--- src/rtl/mult_unit_pkg.sv ---
// Shared definitions for the execute-stage multiplier: state encoding,
// word width and the MIPS funct codes that drive it.
package mult_unit_pkg;

  localparam int WORD_WIDTH = 32;

  typedef enum logic [1:0] {
    MULT_IDLE = 2'd0,
    MULT_CALC = 2'd1,
    MULT_FIX  = 2'd2
  } mult_state_e;

  localparam logic [5:0] MULT  = 6'b011000;
  localparam logic [5:0] MULTU = 6'b011001;
  localparam logic [5:0] MFHI  = 6'b010000;
  localparam logic [5:0] MFLO  = 6'b010010;

endpackage

--- src/rtl/mult_if.sv ---
// Control-unit <-> multiplier bundle: request operands in, HI/LO and status out.
interface mult_if
  import mult_unit_pkg::*;
#(
  parameter int WIDTH = WORD_WIDTH
) ();

  logic             start_mult;
  logic             mult_sign;
  logic [WIDTH-1:0] src_a;
  logic [WIDTH-1:0] src_b;
  logic [WIDTH-1:0] hi;
  logic [WIDTH-1:0] lo;
  logic             busy;
  logic             done;

  modport master (
    output start_mult, mult_sign, src_a, src_b,
    input  hi, lo, busy, done
  );

  modport slave (
    input  start_mult, mult_sign, src_a, src_b,
    output hi, lo, busy, done
  );

endinterface

--- src/rtl/mult_unit.sv ---
// Radix-2 shift-add multiplier: magnitudes are multiplied unsigned over WIDTH
// cycles, then the sign is applied in one fix-up cycle that writes HI/LO.
module mult_unit
  import mult_unit_pkg::*;
#(
  parameter int WIDTH = WORD_WIDTH,
  parameter int CNT_W = 6
) (
  input logic  clk,
  input logic  rst,
  mult_if.slave bus
);

  mult_state_e state_q, state_d;

  logic [CNT_W-1:0]   cnt_q;
  logic [WIDTH-1:0]   mag_a_q;
  logic [WIDTH-1:0]   acc_hi_q;
  logic [WIDTH-1:0]   acc_lo_q;
  logic               neg_q;
  logic [WIDTH-1:0]   hi_q, lo_q;
  logic               done_q;

  logic               load, step, fix, last_iter;
  logic [WIDTH-1:0]   mag_a_in, mag_b_in;
  logic [WIDTH-1:0]   addend;
  logic [WIDTH:0]     sum;
  logic [2*WIDTH-1:0] prod, result;

  // Operand magnitudes; -(2^(WIDTH-1)) maps to itself, which is the correct
  // unsigned magnitude.
  assign mag_a_in = (bus.mult_sign && bus.src_a[WIDTH-1]) ? -bus.src_a : bus.src_a;
  assign mag_b_in = (bus.mult_sign && bus.src_b[WIDTH-1]) ? -bus.src_b : bus.src_b;

  // acc_lo starts as the multiplier and fills with product bits as it shifts.
  assign addend = acc_lo_q[0] ? mag_a_q : '0;
  assign sum    = {1'b0, acc_hi_q} + {1'b0, addend};
  assign prod   = {acc_hi_q, acc_lo_q};
  assign result = neg_q ? (~prod + 1'b1) : prod;

  assign last_iter = (cnt_q == CNT_W'(WIDTH - 1));

  always_ff @(posedge clk) begin
    if (rst) state_q <= MULT_IDLE;
    else     state_q <= state_d;
  end

  always_comb begin
    state_d = state_q;
    load    = 1'b0;
    step    = 1'b0;
    fix     = 1'b0;
    case (state_q)
      MULT_IDLE: begin
        if (bus.start_mult) begin
          load    = 1'b1;
          state_d = MULT_CALC;
        end
      end
      MULT_CALC: begin
        step = 1'b1;
        if (last_iter) state_d = MULT_FIX;
      end
      MULT_FIX: begin
        fix     = 1'b1;
        state_d = MULT_IDLE;
      end
      default: state_d = MULT_IDLE;
    endcase
  end

  always_ff @(posedge clk) begin
    if (rst) begin
      cnt_q    <= '0;
      mag_a_q  <= '0;
      acc_hi_q <= '0;
      acc_lo_q <= '0;
      neg_q    <= 1'b0;
      hi_q     <= '0;
      lo_q     <= '0;
      done_q   <= 1'b0;
    end else begin
      if (load) begin
        mag_a_q  <= mag_a_in;
        acc_hi_q <= '0;
        acc_lo_q <= mag_b_in;
        neg_q    <= bus.mult_sign & (bus.src_a[WIDTH-1] ^ bus.src_b[WIDTH-1]);
        cnt_q    <= '0;
      end else if (step) begin
        // Carry out of the add lands in acc_hi's MSB after the shift.
        acc_hi_q <= sum[WIDTH:1];
        acc_lo_q <= {sum[0], acc_lo_q[WIDTH-1:1]};
        cnt_q    <= cnt_q + CNT_W'(1);
      end
      if (fix) begin
        hi_q <= result[2*WIDTH-1:WIDTH];
        lo_q <= result[WIDTH-1:0];
      end
      done_q <= fix;
    end
  end

  assign bus.hi   = hi_q;
  assign bus.lo   = lo_q;
  assign bus.busy = (state_q != MULT_IDLE);
  assign bus.done = done_q;

endmodule

--- src/flat_wrapper.sv ---
// flat-port wrapper written by rule: the top's interface ports become plain ports
module mult_unit_flat import mult_unit_pkg::*;
#(
  parameter int WIDTH = WORD_WIDTH,
  parameter int CNT_W = 6
)
  (clk, rst, bus_start_mult, bus_mult_sign, bus_src_a, bus_src_b, bus_hi, bus_lo, bus_busy, bus_done);
  mult_if #(.WIDTH(WIDTH)) bus_i ();
  input logic clk;
  input logic rst;
  input wire logic [$bits(bus_i.start_mult)-1:0] bus_start_mult;
  input wire logic [$bits(bus_i.mult_sign)-1:0] bus_mult_sign;
  input wire logic [$bits(bus_i.src_a)-1:0] bus_src_a;
  input wire logic [$bits(bus_i.src_b)-1:0] bus_src_b;
  output wire logic [$bits(bus_i.hi)-1:0] bus_hi;
  output wire logic [$bits(bus_i.lo)-1:0] bus_lo;
  output wire logic [$bits(bus_i.busy)-1:0] bus_busy;
  output wire logic [$bits(bus_i.done)-1:0] bus_done;
  assign bus_i.start_mult = bus_start_mult;
  assign bus_i.mult_sign = bus_mult_sign;
  assign bus_i.src_a = bus_src_a;
  assign bus_i.src_b = bus_src_b;
  assign bus_hi = bus_i.hi;
  assign bus_lo = bus_i.lo;
  assign bus_busy = bus_i.busy;
  assign bus_done = bus_i.done;
  mult_unit #(.WIDTH(WIDTH), .CNT_W(CNT_W)) u_core (.clk(clk), .rst(rst), .bus(bus_i));
endmodule
--- config.mk ---
export PLATFORM = sky130hd
export DESIGN_NAME = mult_unit_flat
export DESIGN_NICKNAME = d
export VERILOG_FILES = /design/src/rtl/mult_unit_pkg.sv /design/src/rtl/mult_if.sv /design/src/rtl/mult_unit.sv /design/src/flat_wrapper.sv
export SDC_FILE = /design/constraint.sdc
export NUM_CORES = 1
export LEC_CHECK = 0
export ABC_AREA = 1
export CORE_MARGIN = 3
export CORE_UTILIZATION = 33
export DETAILED_ROUTE_END_ITERATION = 16
export DONT_BUFFER_PORTS = 1
export PLACE_DENSITY_LB_ADDON = 0.1
export SLEW_MARGIN = 40
export SYNTH_ARGS = -nofsm -noshare
export SYNTH_HDL_FRONTEND = slang
export SYNTH_SLANG_ARGS = --single-unit
--- constraint.sdc ---
create_clock -name clk -period 3.15 [get_ports clk]
set_input_delay 0.315 -clock clk [delete_from_list [all_inputs] [get_ports clk]]
set_output_delay 0.315 -clock clk [all_outputs]
set_load 0.02 [all_outputs]
---- Word level (Yosys, flattened, before mapping) ----
Index checks and enable logic that the tools add are counted.
cells by class
  $add $sub $neg .......................... 5
  multipliers ............................. 0
  divide/modulo/power cells ............... 0
  order comparisons ....................... 0
  equality and inequality tests ........... 5
  shift operators ......................... 0
  multiplexer cells ....................... 13
  bitwise operators ....................... 3
  reduce and logical (&&, ||, !) cells .... 7
operator list
  operator               number
  $mux 32                5
  $add 64x1->64 const B  1
  $mux 64                1
  $neg 32->32            2
  $not 64->64            1
  $add 32x32->33         1
  $add 6x1->6 const B    1
  $eq 6x5->1 const B     1
  $mux 1                 4
  $mux 2                 2
  $pmux 2 s2             1
  $reduce_bool 2->1      2
  $eq 2x1->1 const B     1
  $eq 2x2->1 const B     1
  $logic_and 1x1->1      2
  $logic_not 2->1        1
  $ne 2x1->1 const B     1
  $ne 2x2->1 const B     1
  $reduce_and 2->1       1
  $reduce_or 2->1        1
  $and 1x1->1            1
  $xor 1x1->1            1
word-level totals
  register bits after elaboration ......... 170
  bits in latches ......................... 0
  RAM bits ................................ 0
  ROM bits ................................ 0
  bits of input ports ..................... 68
  output and inout port bits .............. 66
  logic and storage cells ................. 42
  memories kept ........................... 0

---- Depth between registers and ports, before layout ----
  depth after elaboration ................. 4
  depth in mapped cells ................... 18
  gate-level depth less buffers ........... 16

---- Least setup slack after synthesis ----
No wires, ideal clock.
  kind .................................... flip-flop to flip-flop
  from .................................... register u_core.acc_lo_q[0]
  to ...................................... register u_core.acc_hi_q[13]
  setup time .............................. 0.115 ns
  arrival ................................. 2.081 ns
  data required time ...................... 3.035 ns
  path slack .............................. 0.953 ns
  cell stages (with the launch flop) ...... 16
  path buffers ............................ 2
  clock period less this slack ............ 2.197 ns
  cells stage by stage .................... dfxtp_1 buf_2 clkbuf_1 nand2_1 inv_1 ha_1 fa_1 nand3_1 nand2_1 nand2_1 nand2_1 nand3_1 nand2_1 xor2_1 o21ai_0 inv_1
on the way
  longest elaborated chain between the ends .. 2
RTL lines
  item                    line             RTL
  start, declared         mult_unit.sv:19  logic [WIDTH-1:0] acc_lo_q;
  start signal, assigned  mult_unit.sv:86  acc_lo_q <= mag_b_in;
  start signal, assigned  mult_unit.sv:92  acc_lo_q <= {sum[0], acc_lo_q[WIDTH-1:1]};
  $mux 32                 mult_unit.sv:36  assign addend = acc_lo_q[0] ? mag_a_q : '0;
  $add 32x32->33          mult_unit.sv:37  assign sum = {1'b0, acc_hi_q} + {1'b0, addend};
  end signal, assigned    mult_unit.sv:91  acc_hi_q <= sum[WIDTH:1];
  end, declared           mult_unit.sv:18  logic [WIDTH-1:0] acc_hi_q;
Every way passes these cells.
A chain may end at the register's enable or synchronous reset.

---- Worst setup path in the final report ----
  from .................................... register u_core.acc_lo_q[0]
  to ...................................... register u_core.acc_hi_q[27]
Same word-level chain as after synthesis.

==> results_dict.tcl <==
set metrics [dict create \
    async_flop_share 0 \
    rsz0062_at_grt "no" \
    drive_above_1_share 0.0509 \
    drtPass1Iterations 5 \
    synth_edf_count 0 \
    timing.rr.start "u_core.acc_lo_q[0]$_SDFFE_PP0P_" \
    yosysMostFrequentCell "nand2_1" \
    coreArea_um2 37900 \
    grt-ovfl-total 0 \
    fin_skew_ps 12.1 \
    antenna_found_initial 0 \
    ys_warn_count 0 \
    ys_seq_area_frac 0.266 \
    grt_max_degree 76 \
    grt_usage 0.227 \
    io_pins 134 \
    ys_ff_latch 170 \
    regToRegSetupSlack_ps 750 \
    final_nets 2274 \
    hold_class "input port to flop" \
    crit_type "flop to flop" \
    synth_area_um2 12800 \
    synth.largest_area_cell "dfxtp_1" \
    min_period_ps 2400 \
    io_buffer_count 0 \
    grt_pass1_vias 12500 \
    endpoint_kind "flop" \
    crit_path_end "u_core.acc_hi_q[27]$_SDFFE_PP0P_" \
    cp-startpoint "u_core.acc_lo_q[0]$_SDFFE_PP0P_" \
    syn_nets 2307 \
    clk_latency_ps 460 \
    num_antenna_cells 0 \
    route.detailed.drc 0 \
    seq_area_um2 3400 \
    fmax_mhz 416 \
    fin_util 0.368 \
    crit_fanout 29 \
    vias 13300 \
    synth_area_leaders "dfxtp_1 27%, nand2_1 18%, inv_1 9.1%" \
    drv_cap 0 \
    synthTopCellsByCount "629 x nand2_1, 311 x inv_1, 296 x nor2_1, 176 x nand3_1, 170 x dfxtp_1" \
    die_y_um 203 \
    setup-tns-final_ps 0 \
    numCtsBuffers 17 \
    die_area_um2 41200 \
    ant_nets 0 \
    clock_sinks 170 \
    reg2reg_depth 12 \
    p_total_mw 6.24 \
    placed_area_um2 13300 \
    reg2reg_to "u_core.acc_hi_q[27]$_SDFFE_PP0P_" \
    dr.first_iter.drc_count 1022 \
    die_x_um 203 \
    syn_to_final_growth_pct 8.94 \
    multi_input_area_um2 7910 \
    period_share 0.763 \
    synth_ff_type "dfxtp_1" \
    clockRootBuffer "clkbuf_16" \
    gp_congestion 0.937 \
    cts.path.max_buffers 2 \
    yosys.area.top_type_share 0.266 \
    slew_viol_final 0 \
    path_clk_slew_ps 70 \
    status "finished, final reports clean" \
    ir_worst_vdd_v 0.000361 \
    n_fill_cell 4352 \
    synth.avg_cell_area_um2 5.82 \
    wl_per_cell_um 17.6 \
    grt_pass1_wl_um 73000 \
    worstSetupStartpointType "flop" \
    ys_types 43 \
    cts_tree "done" \
    totalWireLength_um 47400 \
    netlist_instances 2202 \
    required_ps 3500 \
    p_leak_nw 6.87 \
    worstPathArrival_ps 2750 \
    slew_headroom 0.473 \
    hold-worst-slack_ps 44.1 \
    worst_slew_pin_slew_ps 790 \
    hpwl_um 37700 \
    setup_violations 0 \
    finalHoldViolCount 0 \
    via_per_inst 4.94 \
    htree_levels 4 \
    initial_core_util 0.338 \
    power_density_nw_per_um2 447 \
    stdcell_area_um2 14000 \
    rows 71 \
]
-- layout by cell type (no fill, tap or decap), types with 4 or more instances in the layout --
| cell | count |
|---|---|
| inv_2 | 11 |
| xor2_1 | 52 |
| o221ai_1 | 4 |
| ha_1 | 36 |
| o211ai_1 | 6 |
| nor2_2 | 11 |
| nor3_1 | 21 |
| buf_4 | 16 |
| nand3b_1 | 6 |
| nand2_2 | 9 |
| nand3_1 | 176 |
| inv_1 | 307 |
| o21bai_1 | 6 |
| dfxtp_1 | 169 |
| o21ai_1 | 19 |
| nor2_4 | 8 |
| nor4_1 | 4 |
| nand4_1 | 32 |
| a21oi_1 | 140 |
| xnor2_1 | 9 |
| o31ai_1 | 5 |
| nor2_1 | 296 |
| clkbuf_16 | 17 |
| nand3_2 | 8 |
| nand2_1 | 629 |
| o21ai_0 | 136 |
-- worst min-delay path by stage --
stage	startpoint	endpoint	slack (ps)	depth (start not counted)
floorplan	u_core.mag_a_q[19]$_SDFFE_PP0P_	u_core.mag_a_q[19]$_SDFFE_PP0P_	430	2
global placement	rst	u_core.acc_lo_q[2]$_SDFFE_PP0P_	400	1
detailed placement	rst	u_core.acc_lo_q[2]$_SDFFE_PP0P_	400	1
CTS	rst	u_core.bus.lo[30]$_SDFFE_PP0P_	1	3
global route	rst	u_core.bus.hi[5]$_SDFFE_PP0P_	30	3
finish	bus_src_a[20]	u_core.mag_a_q[20]$_SDFFE_PP0P_	40	2
-- worst max-delay path, cell delays in order (launching register included) --
cell	delay, ps
dfxtp_1	420
buf_4	340
nand2_1	90
inv_1	90
ha_1	290
a21oi_1	280
o21ai_0	150
inv_1	70
nand2_1	80
a21oi_1	210
a21oi_1	110
nor2_1	110
nor2_1	50
-- metal layers --
metal	track usage	vias up	routed length (um)
li1	-	6925	-
met1	0.339	6014	24600
met5	0	-	0
met3	0.0313	46	2210
met4	0.0681	0	1050
met2	0.338	318	19600
-- sequential cells by signal, summed over array words and instances, names as in the netlist --
| name | cells |
|---|---|
| u_core.acc_hi_q | 32 |
| u_core.acc_lo_q | 32 |
| u_core.bus.done | 1 |
| u_core.bus.hi | 32 |
| u_core.bus.lo | 32 |
| u_core.cnt_q | 6 |
| u_core.mag_a_q | 32 |
| u_core.neg_q | 1 |
| u_core.state_q | 2 |
-- repair_timing --
| action | 4_1_cts | 5_1_grt |
|---|---|---|
| hold buffers | 2 | 0 |
| resized for setup | 0 | 0 |
| setup buffers | 0 | 0 |
| hold endpoints to repair | 28 | 0 |
-- metrics by stage --
step                worst slack [ps]  cells
detailed placement               736   2659
finish                           748   2692
global route                     429   2692
global placement                 754   2659
floorplan                        953   2202
CTS                              733   2692
-- where the power goes --
| group | total (mW) | switching (mW) | internal [mW] |
|---|---|---|---|
| registers | 2.42 | 0.160 | 2.26 |
| clock network | 2.30 | 1.01 | 1.29 |
| logic | 1.51 | 1.05 | 0.453 |
-- cell type report --
type / instances / share of cell area
Sequential cell: 170 / 0.244
Clock buffer: 18 / 0.0315
Inverter: 321 / 0.0866
Multi-Input combinational cell: 1640 / 0.567
Timing Repair Buffer: 19 / 0.0122
Clock inverter: 13 / 0.0134
Tap cell: 511 / 0.0458
-- cells by family after synthesis --
logic type	count (synthesis)	synth area share
flip-flops	170	0.266
buffers and inverters	392	0.117
XOR/XNOR	61	0.0417
adder cells (fa/ha/maj)	37	0.0367
AND/OR/NAND/NOR	1209	0.399
AO/OA/AOI/OAI	333	0.141
Power figures use the tool's default switching activity.
==> patch 1 (same flow settings) <==
Encoding of `mult_state_e`: now one-hot (3 bits for 3 states).
--- a/src/rtl/mult_unit_pkg.sv
+++ b/src/rtl/mult_unit_pkg.sv
@@ -6,6 +6,6 @@
 
-  typedef enum logic [1:0] {
-    MULT_IDLE = 2'd0,
-    MULT_CALC = 2'd1,
-    MULT_FIX  = 2'd2
+  typedef enum logic [2:0] {
+    MULT_IDLE = 3'b001,
+    MULT_CALC = 3'b010,
+    MULT_FIX  = 3'b100
   } mult_state_e;
Check against the original RTL: same outputs for any inputs over 10 cycles, from zero or initial values and one cycle with rst high; not proved beyond that.
==> patch 1 against the unedited design <==
  * Cell area is 0.74% higher
  * Routed wire length is 2.9% higher
  * Largest cell class unchanged
  * Synthesized cell count is 1.1% higher
  * First-iteration DRC count is 4.7% higher
  * Total power is 8.5% lower
  * Critical path type unchanged
  * Clock power is 9.1% lower
  * Critical endpoint is now u_core.acc_hi_q[18]$_SDFFE_PP0N_
  * Synthesized area is 1.8% higher
  * Sequential cell count is 1 higher
  * Combinational power is 19% lower
  * Setup slack worse by 0.071 ns
==> patch 1: results (changes against the unedited design) <==
- Status: completed
- Critical path's slowest cell: dfxtp_1
- Post-CTS setup buffer count: 0 (unchanged)
- Dominant synthesized flop cell: dfxtp_1
- Iter 0 DRT Violations: 1,070 (+4.7%)
- Clock network share of area: 3.99% (-0.50 points)
- GRT Util Overall: 23.3% (+0.57 points)
- Drt wl/cell: 17.9 um (+1.7%)
- Routability congestion estimate from global placement: 0.932 (-0.53%)
- Max VDD drop: 0.270 mV (-25%)
- DR pass1 iterations: 5 (unchanged)
- First-pass GRT wire length: 75,800 um (+3.8%)
- Post-CTS Hold Buffers: 3 (+1)
- Sequential area share after synthesis: 26.2% (-0.32 points)
- Synth Area in Compound Gates: 14.5% (+0.48 points)
- Synth top cells by count: nand2_1, nor2_1, inv_1
- Signal buffers: 18 (-1)
- Vias/cell: 5.01 (+1.4%)
- Largest net degree at the start of global routing: 87 (+14%)
- Slowest cell delay on critical path: 0.31 ns (-0.11 ns)
- Vias in the first global route: 13,000 (+3.8%)
- Hold crit path type: in -> reg
- Static Leak: 6.99 nW (+1.7%)
- Fin nets: 2,296 (+0.97%)
- Synth Area in Adders: 3.61% (-0.065 points)
- Fillers: 4,367 (+0.34%)
- Ranking of synthesized cells by area: dfxtp_1, nand2_1, nor2_1
- Multi-In Gates: 1,668 (+1.7%)
- Root Driver: clkbuf_16
- Sw Pwr: 2.04 mW (-8.4%)
- Synth Area in XOR/XNOR: 4.56% (+0.40 points)
- GR Layer Usage met3: 3.34% (+0.21 points)
- Layout cells sized above 1: 5.04% (-0.053 points)
- Delay-heaviest family, CP: simple AND/OR/NAND/NOR gates
- Worst path arrival time: 2.83 ns (+0.08 ns)
- Inverter count: 315 (-1.9%)
- Met2 global-route usage: 38.2% (+4.4 points)
- FF+latch area: 0.00342 mm2 (+0.59%)
- Yosys reg bits: 171 (+0.59%)
- Signal buffers share of area: 1.20% (-0.018 points)
- Worst-Margin Slew: 0.655 ns (-0.135 ns)
- Worst-path maximum fanout: 34 (+17%)
- Detailed Place HPWL: 38,400 um (+1.8%)
- Clock Skew: 0.0153 ns (+0.00314 ns)
- Number of buffers created by CTS: 17 (unchanged)
- M1 GR Usage: 31.7% (-2.2 points)
- Multi-input gate share of total cell area: 57.4% (+0.76 points)
- Synth cell types: 48 (+12%)
patch 1: logic make-up (layout without fill, tap and decap cells):
family                     count (synthesis)  after routing
and+or+nand+nor                         1213           1213
buffers and inverters                    387            365
AOI/OAI and AO/OA                        350            350
DFF                                      171            171
xor gates and xnor gates                  68             68
adders and majority gates                 37             37
patch 1: through the flow:
stage | area, um2 | setup slack [ns] | util (%) | instances
3_3_place_gp | 13500 | 0.686 | 34.7 | 2687
2_1_floorplan | 13000 | 0.954 | - | 2226
3_5_place_dp | 13500 | 0.668 | 34.7 | 2687
5_1_grt | 14100 | 0.383 | 36.2 | 2722
4_1_cts | 14100 | 0.648 | 36.2 | 2722
6_report | 14100 | 0.677 | 36.2 | 2722
patch 1: path summary, 6_finish.rpt:
check,startpoint,endpoint,slack [ns],cells past startpoint
setup / recovery,u_core.acc_lo_q[0]$_SDFFE_PP0P_,u_core.acc_hi_q[18]$_SDFFE_PP0N_,0.68,16
hold / removal,bus_src_a[1],u_core.mag_a_q[1]$_SDFFE_PP0P_,0.02,2
setup reg to reg,u_core.acc_lo_q[0]$_SDFFE_PP0P_,u_core.acc_hi_q[18]$_SDFFE_PP0N_,0.68,16
hold reg to reg,u_core.cnt_q[5]$_SDFFE_PP0N_,u_core.cnt_q[5]$_SDFFE_PP0N_,0.48,2
patch 1: power groups by stage:
stage	registers [mW]	clock network (mW)	logic, mW
after floorplan	2.37	0	0.923
after global placement	2.44	0	1.20
after detailed placement	2.44	0	1.21
after CTS	2.39	2.15	1.23
after global routing	2.40	2.23	1.38
final	2.39	2.09	1.23
patch 1: metal layers:
layer	routed length, um	vias to the layer above
li1	-	6986
met1	22900	6233
met2	22200	353
met3	2340	62
met4	1330	0
met5	0	-
==> patch 2 (config.mk and constraints unchanged) <==
Made on the original files. `CNT_W` is set to 6 in 2 places; all go to 12.
--- a/src/rtl/mult_unit.sv
+++ b/src/rtl/mult_unit.sv
@@ -6,3 +6,3 @@
   parameter int WIDTH = WORD_WIDTH,
-  parameter int CNT_W = 6
+  parameter int CNT_W = 12
 ) (
--- a/src/flat_wrapper.sv
+++ b/src/flat_wrapper.sv
@@ -4,3 +4,3 @@
   parameter int WIDTH = WORD_WIDTH,
-  parameter int CNT_W = 6
+  parameter int CNT_W = 12
 )
Behaviour: no difference found for any inputs over 10 cycles, from zero or initial values and one cycle with rst high; that may be too few to reach the edited logic, so the function may still have changed.
==> patch 2 against the unedited design <==
  * Setup slack got worse by 0.021 ns
  * Utilization down 0.29 points
  * Routed wire length down 1.6%
  * Synthesized area up 2.1%
  * First-iteration DRC count is 6.4% higher
  * Count of clock-buffer cells in the layout unchanged
  * Sequential cell count grew 6
  * Clock skew rose by 0.0038 ns
  * Cell area increased by 1.8%
  * Sequential power increased by 3%
  * Total power grew 2.4%
==> patch 2: results (changes against the unedited design) <==
- Clock group total power: 2.40 mW (+4%)
- Drt wl/cell: 17.1 um (-3.0%)
- First-pass GRT wire length: 73,200 um (+0.17%)
- Worst-path maximum fanout: 33 (+14%)
- Clock Skew: 0.0159 ns (+0.00377 ns)
- Area growth syn-to-layout: 8.65%
- Detailed Place HPWL: 36,600 um (-3.0%)
- Critical Path End: u_core.acc_hi_q[17]$_SDFFE_PP0P_
- Final Instance Area: 0.0142 mm2 (+1.8%)
- Worst path arrival time: 2.78 ns (+0.03 ns)
- Clock network share of area: 4.50% (+0.018 points)
- Max VDD drop: 0.334 mV (-7.6%)
- Met3 routed WL: 2490 um (+13%)
- Synth cell types: 48 (+12%)
- GR Layer Usage met3: 3.19% (+0.068 points)
- DR pass1 iterations: 6 (+1)
- Sequential area share after synthesis: 26.9% (+0.38 points)
- M1 GR Usage: 34.0% (+0.090 points)
- Hold endpoint: u_core.bus.hi[16]$_SDFFE_PP0P_
- Worst-Margin Slew: 0.737 ns (-0.0522 ns)
- Inverter count: 332 (+3.4%)
- Sw Pwr: 2.23 mW (about the same)
- Fin nets: 2,305 (+1.4%)
- Status: completed
- WL met2: 18,800 um (-4.1%)
- Ranking of synthesized cells by area: dfxtp_1, nand2_1, inv_1
- Largest net degree at the start of global routing: 121 (+59%)
- Fillers: 4,429 (+1.8%)
- Clock Sinks: 176 (+3.5%)
- Vias: 13,300 (+0.18%)
- Hold Slack: 0.0279 ns (-0.0162 ns)
- Reg2reg path depth: 17 (+5)
- HP Start: rst
- Placed instance count: 2,696 (+1.4%)
- Vias/cell: 4.88 (-1.2%)
- Iter 0 DRT Violations: 1,087 (+6.4%)
- Static Leak: 6.99 nW (+1.7%)
==> patch 2: cell types whose count changed after synthesis, sizes merged, moves of 10 or more <==
cell,before,now
nand3,186,199
nor2,315,305
buf,24,34
inv,319,330
nand2,639,653
==> patch 2: kinds of logic after synthesis <==
group	count (synthesis)	synth area share, %
DFF	176	26.9
xor gates and xnor gates	61	4.08
and+or+nand+nor	1227	40.0
adders and majority gates	37	3.60
AOI/OAI and AO/OA	331	13.4
buffers and inverters	404	12.0
==> patch 2: critical path, stage by stage (launching register included) <==
cell     delay [ns]
dfxtp_1        0.33
buf_4          0.24
nand2_1        0.11
inv_1          0.04
ha_1           0.20
fa_1           0.41
nand3_1        0.10
nand2_1        0.10
nand2_1        0.07
nand2_1        0.09
nand2_1        0.07
nand2_1        0.11
nand3_1        0.12
nand2_1        0.07
nand2_1        0.05
nand3_1        0.09
nand2_1        0.08
inv_1          0.04
